<file path="config.mk">
export PLATFORM = sky130hd
export DESIGN_NAME = led_blink
export DESIGN_NICKNAME = d
export VERILOG_FILES = /design/src/rtl/led_blink.sv
export SDC_FILE = /design/constraint.sdc
export NUM_CORES = 1
export LEC_CHECK = 0
export ABC_AREA = 1
export CORE_MARGIN = 3
export CORE_UTILIZATION = 56
export CTS_CLUSTER_DIAMETER = 60
export DETAILED_ROUTE_END_ITERATION = 10
export PLACE_DENSITY = 0.74
export SLEW_MARGIN = 5
export SYNTH_ARGS = -nofsm -noshare
export SYNTH_HDL_FRONTEND = slang
export SYNTH_SLANG_ARGS = --single-unit
</file>
<file path="constraint.sdc">
create_clock -name ck -period 1.8 [get_ports ck]
set_clock_uncertainty 0.05 [all_clocks]
set_input_delay 0.45 -clock ck [delete_from_list [all_inputs] [get_ports ck]]
set_output_delay 0.45 -clock ck [all_outputs]
set_load 0.05 [all_outputs]
</file>
<file path="src/rtl/led_blink.sv">
// Free-running LED blinker: divides ck into a square wave of BLINK_HZ on LED.
// Optional macro BLINK_TICK_EN adds a registered one-cycle 'tick' at each period wrap.
module led_blink #(
    parameter int unsigned CLK_FREQ_HZ = 32'd50_000_000,
    parameter int unsigned BLINK_HZ    = 32'd1,
    parameter int unsigned CNT_W       = 32'd26
) (
    input  logic ck,
    input  logic r,
    output logic LED
`ifdef BLINK_TICK_EN
    ,
    output logic tick
`endif
);

    localparam int unsigned PERIOD = CLK_FREQ_HZ / BLINK_HZ;
    localparam int unsigned HALF   = PERIOD / 32'd2;
    localparam logic [CNT_W-1:0] LAST_C = CNT_W'(PERIOD - 32'd1);
    localparam logic [CNT_W-1:0] HALF_C = CNT_W'(HALF);
    localparam logic [CNT_W-1:0] ONE_C  = CNT_W'(32'd1);

    logic [CNT_W-1:0] cnt;
    logic [CNT_W-1:0] w_cnt_next;

    // Any value at or past the last count (including out-of-range ones) wraps to zero.
    always_comb begin
        w_cnt_next = '0;
        if (cnt >= LAST_C) begin
            w_cnt_next = '0;
        end else begin
            w_cnt_next = cnt + ONE_C;
        end
    end

    // LED is derived from the value being loaded so it tracks cnt with no extra lag.
    always_ff @(posedge ck or negedge r) begin
        if (!r) begin
            cnt <= '0;
            LED <= 1'b0;
        end else begin
            cnt <= w_cnt_next;
            LED <= (w_cnt_next >= HALF_C);
        end
    end

`ifdef BLINK_TICK_EN
    // Pulse only on a genuine wrap from the last count, never on reset release.
    always_ff @(posedge ck or negedge r) begin
        if (!r) begin
            tick <= 1'b0;
        end else begin
            tick <= (cnt == LAST_C);
        end
    end
`endif

endmodule

</file>
==> results of run 1 <==
==> stage by stage <==
stage               power (uW)  area [sq um]  utilization
floorplan                  618          1850            -
global placement           634          2170        0.701
detailed placement         634          2170        0.701
CTS                        912          2400        0.772
global route               935          2490        0.801
finish                     904          2490        0.801
==> metal layers <==
metal,vias up,wire length [microns]
met2,106,2580
met4,0,258
met3,27,410
met5,-,0
li1,974,-
met1,927,2370
==> cells by family (layout without fill, tap and decap cells) <==
| logic type | after synthesis | after routing | synth area share |
|---|---|---|---|
| AO/OA/AOI/OAI | 13 | 13 | 0.0393 |
| XOR/XNOR | 7 | 7 | 0.0332 |
| AND/OR/NAND/NOR | 193 | 195 | 0.463 |
| flip-flops | 27 | 27 | 0.366 |
| buffers and inverters | 43 | 94 | 0.0921 |
| adder cells (fa/ha/maj) | 1 | 1 | 0.00677 |
==> report_power, final <==
group	switching (uW)	internal (uW)	total, uW
Combinational	11.5	3.32	14.8
Sequential	0	607	607
Clock	195	87.4	282
==> layout make-up <==
class	count	area (sq um)
Fill cell	225	617
Clock buffer	4	26.3
Sequential cell	27	678
Inverter	41	155
Multi-Input combinational cell	216	1190
Tap cell	44	55.1
Timing Repair Buffer	49	378
==> worst paths after layout <==
check                           cells after the start                to
worst max-delay path                               13     LED$_DFF_PN0_
worst min-delay path                                2  cnt[4]$_DFF_PN0_
worst max register to register                     13     LED$_DFF_PN0_
worst min register to register                      1  cnt[4]$_DFF_PN0_
max in group asynchronous                           2  cnt[8]$_DFF_PN0_
min in group ck                                     1  cnt[4]$_DFF_PN0_
==> what timing repair did <==
action                                  in CTS  in global routing
setup buffers                                8                  3
endpoints found under the setup margin       2                  4
cloned                                       2                  0
resized for setup                           33                 17
pin swaps                                   14                 10
hold endpoints to repair                     0                  0
==> state kept, by name, indices dropped and copies added (netlist names) <==
signal / cells
cnt: 26
LED: 1
==> layout by cell type, fill, tap and decap left out, drive strengths merged, types with 4 or more instances in the layout <==
master,Yosys,layout
buf,2,48
dfrtp,27,27
o21ai,6,6
nor3,5,5
xor2,5,5
clkbuf,0,4
inv,40,40
nand2,91,91
nand4,5,5
nor2,72,73
a21oi,4,4
nand3,20,21
==> critical path, stage by stage (launching register included) <==
cell and delay, ps:
dfrtp_1 450, nor2_1 150, nor2_1 70, nand2_1 80
nand2_1 90, nand2_2 150, nand2_2 130, nor2_4 200
nand3_2 120, nor2_2 160, nand3_1 80, nand2_1 60
nor2_1 30, nor2_1 70
==> reports/qor.yml, run 1 <==
io_buffer_count: 2
grt_most_used_layer: "met2"
fmax_ghz: 0.508
drcViolationCount: 0
r2r_slack_ps: -170
detailed_place_hpwl_microns: 3540
core_area_sq_um: 3100
area.growth.synth_to_final_pct: 34.5
netlist_area_sq_um: 1850
synth_top_area_cell: "dfrtp_1"
worst_pin_slew_ps: 329
ys_ff_latch: 27
clockBufferDepth: 2
finalSetupViolations: 2
initial_core_util: 0.596
maxSlewViolCount: 0
grt_pass1_wl_microns: 8690
h-tree-depth: 1
max_cap_violations: 0
crit-reg2reg-launch: "cnt[11]$_DFF_PN0_"
peakVddDrop_v: 0.000279
worstPathArrival_ps: 2200
period_minus_slack_ps: 1970
grt_start_max_net_pins: 28
first_pass_iters: 5
fin_cells: 381
clk_pin_slew_ps: 160
synth_edf_count: 0
yosysMostFrequentCell: "nand2_1"
die_w_microns: 63.4
fin_nets: 341
min_path_type: "input pin to async pin"
layout_setup_ws_ps: -168
use_met3: 0.0357
antenna_found_initial: 0
numCtsBuffers: 3
cp-startpoint: "cnt[11]$_DFF_PN0_"
tns_ps: -196
yosysWarnings: 0
synth_top_area_share: 0.366
place_ws_ps: -173
power.density_nw_per_um2: 363
synth_fp_nets: 287
crit_type: "flop to flop"
diodes: 0
hold_buffers: 0
grt-ovfl-total: 0
clk_latency_ps: 350
fp.dieArea_sq_um: 4030
cts.sinks: 27
path_max_fanout: 5
rsz0062_at_grt: "yes"
p_leak_uw: 0.00121
wl_per_cell_microns: 14.8
vias: 2034
cts_tree: "done"
drtAntennaViolNets: 0
grt_use_total: 0.279
synth_area_per_cell_sq_um: 6.51
slew_headroom: 0.779
period_share: 1.09
die_height_microns: 63.4
place_congestion: 0.919
drive_gt1_frac: 0.320
violations: "negative setup slack"
vias_per_cell: 5.34
netlist_instances: 284
grt_util_met2: 0.430
synth_cell_types: 24
synthTopCellsByCount: "nand2_1 (87), nor2_1 (58), inv_1 (39)"
whs_ps: 400
synthTopCellsByArea: "dfrtp_1 (37%), nand2_1 (18%), nor2_1 (12%), inv_1 (7.9%), nand3_1 (4.6%)"
finalWirelength_microns: 5620
root_buffer: "clkbuf_4"
start_kind: "flop"
hold_viol: 0
end_kind: "flop"
crit_required_ps: 2030
num_rows: 20
grt_pass1_vias: 1865
ios: 3
synth_seq_area_share: 0.366
dpl.cell_count: 364
status: "complete, but fails checks"
async_flop_share: 1.00
use_met1: 0.387
synth_flop_cell: "dfrtp_1"
drt_iter0_drc: 193
Note: power is estimated with default switching activity, not from simulation.
==> inputs of run 2 (changes only) <==
--- a/config.mk
+++ b/config.mk
@@ -6,11 +6,11 @@
 export NUM_CORES = 1
 export LEC_CHECK = 0
 export ABC_AREA = 1
-export CORE_MARGIN = 3
-export CORE_UTILIZATION = 56
+export ABC_CLOCK_PERIOD_IN_PS = 1800
+export CORE_UTILIZATION = 50
 export CTS_CLUSTER_DIAMETER = 60
 export DETAILED_ROUTE_END_ITERATION = 10
-export PLACE_DENSITY = 0.74
+export PLACE_DENSITY = 0.68
 export SLEW_MARGIN = 5
 export SYNTH_ARGS = -nofsm -noshare
 export SYNTH_HDL_FRONTEND = slang
==> run 2 against run 1 <==
Effect of this change:
- the run still ends with negative setup slack left
- clock-buffer cell count stayed put
- clock power is 27% higher
- cell area is 3.1% higher
- largest cell class unchanged
- largest power group unchanged
- highest routed layer unchanged
==> reports/qor.yml, run 2 (synthesis gave the netlist of run 1 again) <==
status: "complete, but fails checks"
violations: "negative setup slack"
detailed_place_hpwl_microns: 3530  # -0.46%
power.density_nw_per_um2: 382  # +5.1%
period_share: 1.04  # -0.0505
peakVddDrop_v: 0.000288  # +3.2%
finalWirelength_microns: 5280  # -6.1%
end_kind: "flop"
multi_input_area_sq_um: 1220  # +2.3%
vias_per_cell: 5.12  # -4.1%
crit_slowest_cell: "dfrtp_1"
fin_cells: 386  # +1.3%
io_buffer_count: 2  # unchanged
p_total_uw: 980  # +8.4%
drive_gt1_frac: 0.350  # +0.0295
finalSetupViolations: 2  # unchanged
cpPeakStageDelay_ps: 420  # -30 ps
regMostFlops: "cnt"
p_comb_frac: 0.016  # about the same
clk_pin_slew_ps: 100  # -60 ps
grt_use_total: 0.292  # +0.0128
num_rows: 21  # +5.0%
crit_chain: "ha_4, nand2_4, nor2_4, nand2_2, nand2_2, inv_2, nor2_4, nor2_4, o21ai_1, nand2_1, nand3_1, nand2_1, nor2_1, nor2_1"
cp-startpoint: "cnt[1]$_DFF_PN0_"
sequentialPowerShare: 0.618  # -0.053
initial_core_util: 0.537  # -0.0587
worstPathArrival_ps: 2010  # -190 ps
fmax_ghz: 0.533  # +4.8%
h-tree-depth: 1  # unchanged
dpl.cell_count: 367  # +0.82%
internal_power_uw: 768  # +10%
switching_share: 0.216  # -0.0125
maxSlewViolCount: 0  # unchanged
r2r_slack_ps: -80  # +90 ps
cts_tree: "done"
layout_commonest_cell: "nand2_1"
area.growth.synth_to_final_pct: 38.7
hold_viol: 0  # unchanged
grt_pass1_wl_microns: 8890  # +2.4%
die_height_microns: 62.8  # -1.0%
crit_type: "flop to flop"
core_area_sq_um: 3440  # +11%
start_kind: "flop"
ios: 3  # unchanged
diodes: 0  # unchanged
clockBufferDepth: 2  # unchanged
numCtsBuffers: 3  # unchanged
netSwitchingPower_uw: 211  # +2.5%
die_w_microns: 62.8  # -1.0%
worst_pin_slew_ps: 369  # +40.0 ps
max_cap_violations: 0  # unchanged
root_buffer: "clkbuf_8"
post_dp_cell_area_sq_um: 2180  # +0.46%
slew_headroom: 0.754  # -0.0250
crit-reg2reg-launch: "cnt[1]$_DFF_PN0_"
place_congestion: 0.911  # -0.84%
path_max_fanout: 5  # unchanged
regArea_sq_um: 678  # unchanged
worstRegToRegCells: 14  # +1
p_leak_uw: 0.00124  # +2.5%
layout_common_cells: "nand2_1 (80), buf_4 (47), nor2_1 (43), inv_1 (37), dfrtp_1 (25)"
fp.dieArea_sq_um: 3940  # -2.0%
fillCellCount: 268  # +19%
drt_iter0_drc: 153  # -21%
rsz0062_at_grt: "yes"
post-route-cell-area_sq_um: 2560  # +3.1%
layout_setup_ws_ps: -77.2  # +90.9 ps
min_path_type: "input pin to async pin"
crit_required_ps: 1930  # -100 ps
cts.sinks: 27  # unchanged
rr_endpoint: "LED$_DFF_PN0_"
largest_reg_flops: 26  # unchanged
reg_top3: "cnt: 26 flops, LED: 1 flops"
fin_nets: 344  # +0.88%
vias: 1976  # -2.9%
pwr-share-clk: 0.365  # +0.053
period_minus_slack_ps: 1880  # -90.9 ps
cp_common_cell: "nor2_4"
wl_per_cell_microns: 13.7  # -7.3%
drtAntennaViolNets: 0  # unchanged
hold_buffers: 0  # unchanged
antenna_found_initial: 0  # unchanged
drcViolationCount: 0  # unchanged
grt_start_max_net_pins: 28  # unchanged
first_pass_iters: 5  # unchanged
grt-ovfl-total: 0  # unchanged
endpoint: "LED$_DFF_PN0_"
grt_pass1_vias: 1886  # +1.1%
tns_ps: -86.5  # +109 ps
clk_latency_ps: 280  # -70 ps
-- run 2: cell types whose count changed in the layout (fill, tap and decap cells not counted), sizes merged --
cell    before  now
buf         48   51
inv         40   41
clkinv       1    0
-- run 2: per-stage QoR --
| step | worst slack [ps] | hold WS, ps | util |
|---|---|---|---|
| 2_1_floorplan | 46.4 | 104 | - |
| 3_3_place_gp | -172 | 478 | 0.635 |
| 3_5_place_dp | -202 | 484 | 0.635 |
| 4_1_cts | -14.9 | 508 | 0.715 |
| 5_1_grt | -221 | 531 | 0.745 |
| 6_report | -77.2 | 501 | 0.745 |
-- run 2: area by class of cell --
| class | instances | share of cell area |
|---|---|---|
| multi-input cells | 216 | 0.476 |
| repair buffers | 52 | 0.159 |
| well taps | 46 | 0.0224 |
| clock buffers | 4 | 0.0176 |
| inverters | 41 | 0.0600 |
| flip-flops and latches | 27 | 0.265 |
-- run 2: repair_timing --
item | CTS | global route
pin swaps | 23 | 8
setup endpoints to repair | 3 | 17
gates resized for setup | 38 | 22
cloned | 2 | 0
buffers inserted | 9 | 4
-- run 2: worst max-delay path: cells and delay by family (launching register included) --
family / cells / cell delay (ps)
AOI/OAI and AO/OA: 1 / 80
adders and majority gates: 1 / 170
and+or+nand+nor: 11 / 1020
DFF: 1 / 420
buffers and inverters: 1 / 50
-- run 2: metal layers --
metal / GRT usage / share of wire / up-vias
met3: 0.0401 / 0.061 / 12
met5: 0 / 0 / -
met1: 0.415 / 0.46 / 918
li1: - / - / 981
met4: 0.0930 / 0.023 / 0
met2: 0.458 / 0.46 / 65
-- run 2: worst min-delay path by stage --
stage / start / endpoint / slack (ps) / depth (start not counted)
global placement: cnt[4]$_DFF_PN0_ / cnt[4]$_DFF_PN0_ / 480 / 1
global route: r / cnt[20]$_DFF_PN0_ / 530 / 2
finish: r / cnt[20]$_DFF_PN0_ / 500 / 2
floorplan: r / LED$_DFF_PN0_ / 100 / 0
detailed placement: cnt[4]$_DFF_PN0_ / cnt[4]$_DFF_PN0_ / 480 / 1
CTS: r / cnt[20]$_DFF_PN0_ / 510 / 2
-- run 2: power groups by stage --
| stage | registers (uW) | logic, uW | clock network [uW] |
|---|---|---|---|
| 2_1_floorplan | 618 | 0.000539 | 0 |
| 5_1_grt | 606 | 18.4 | 378 |
| 3_5_place_dp | 618 | 16.3 | 0 |
| 6_report | 606 | 15.7 | 358 |
| 4_1_cts | 606 | 16.4 | 364 |
| 3_3_place_gp | 618 | 16.3 | 0 |
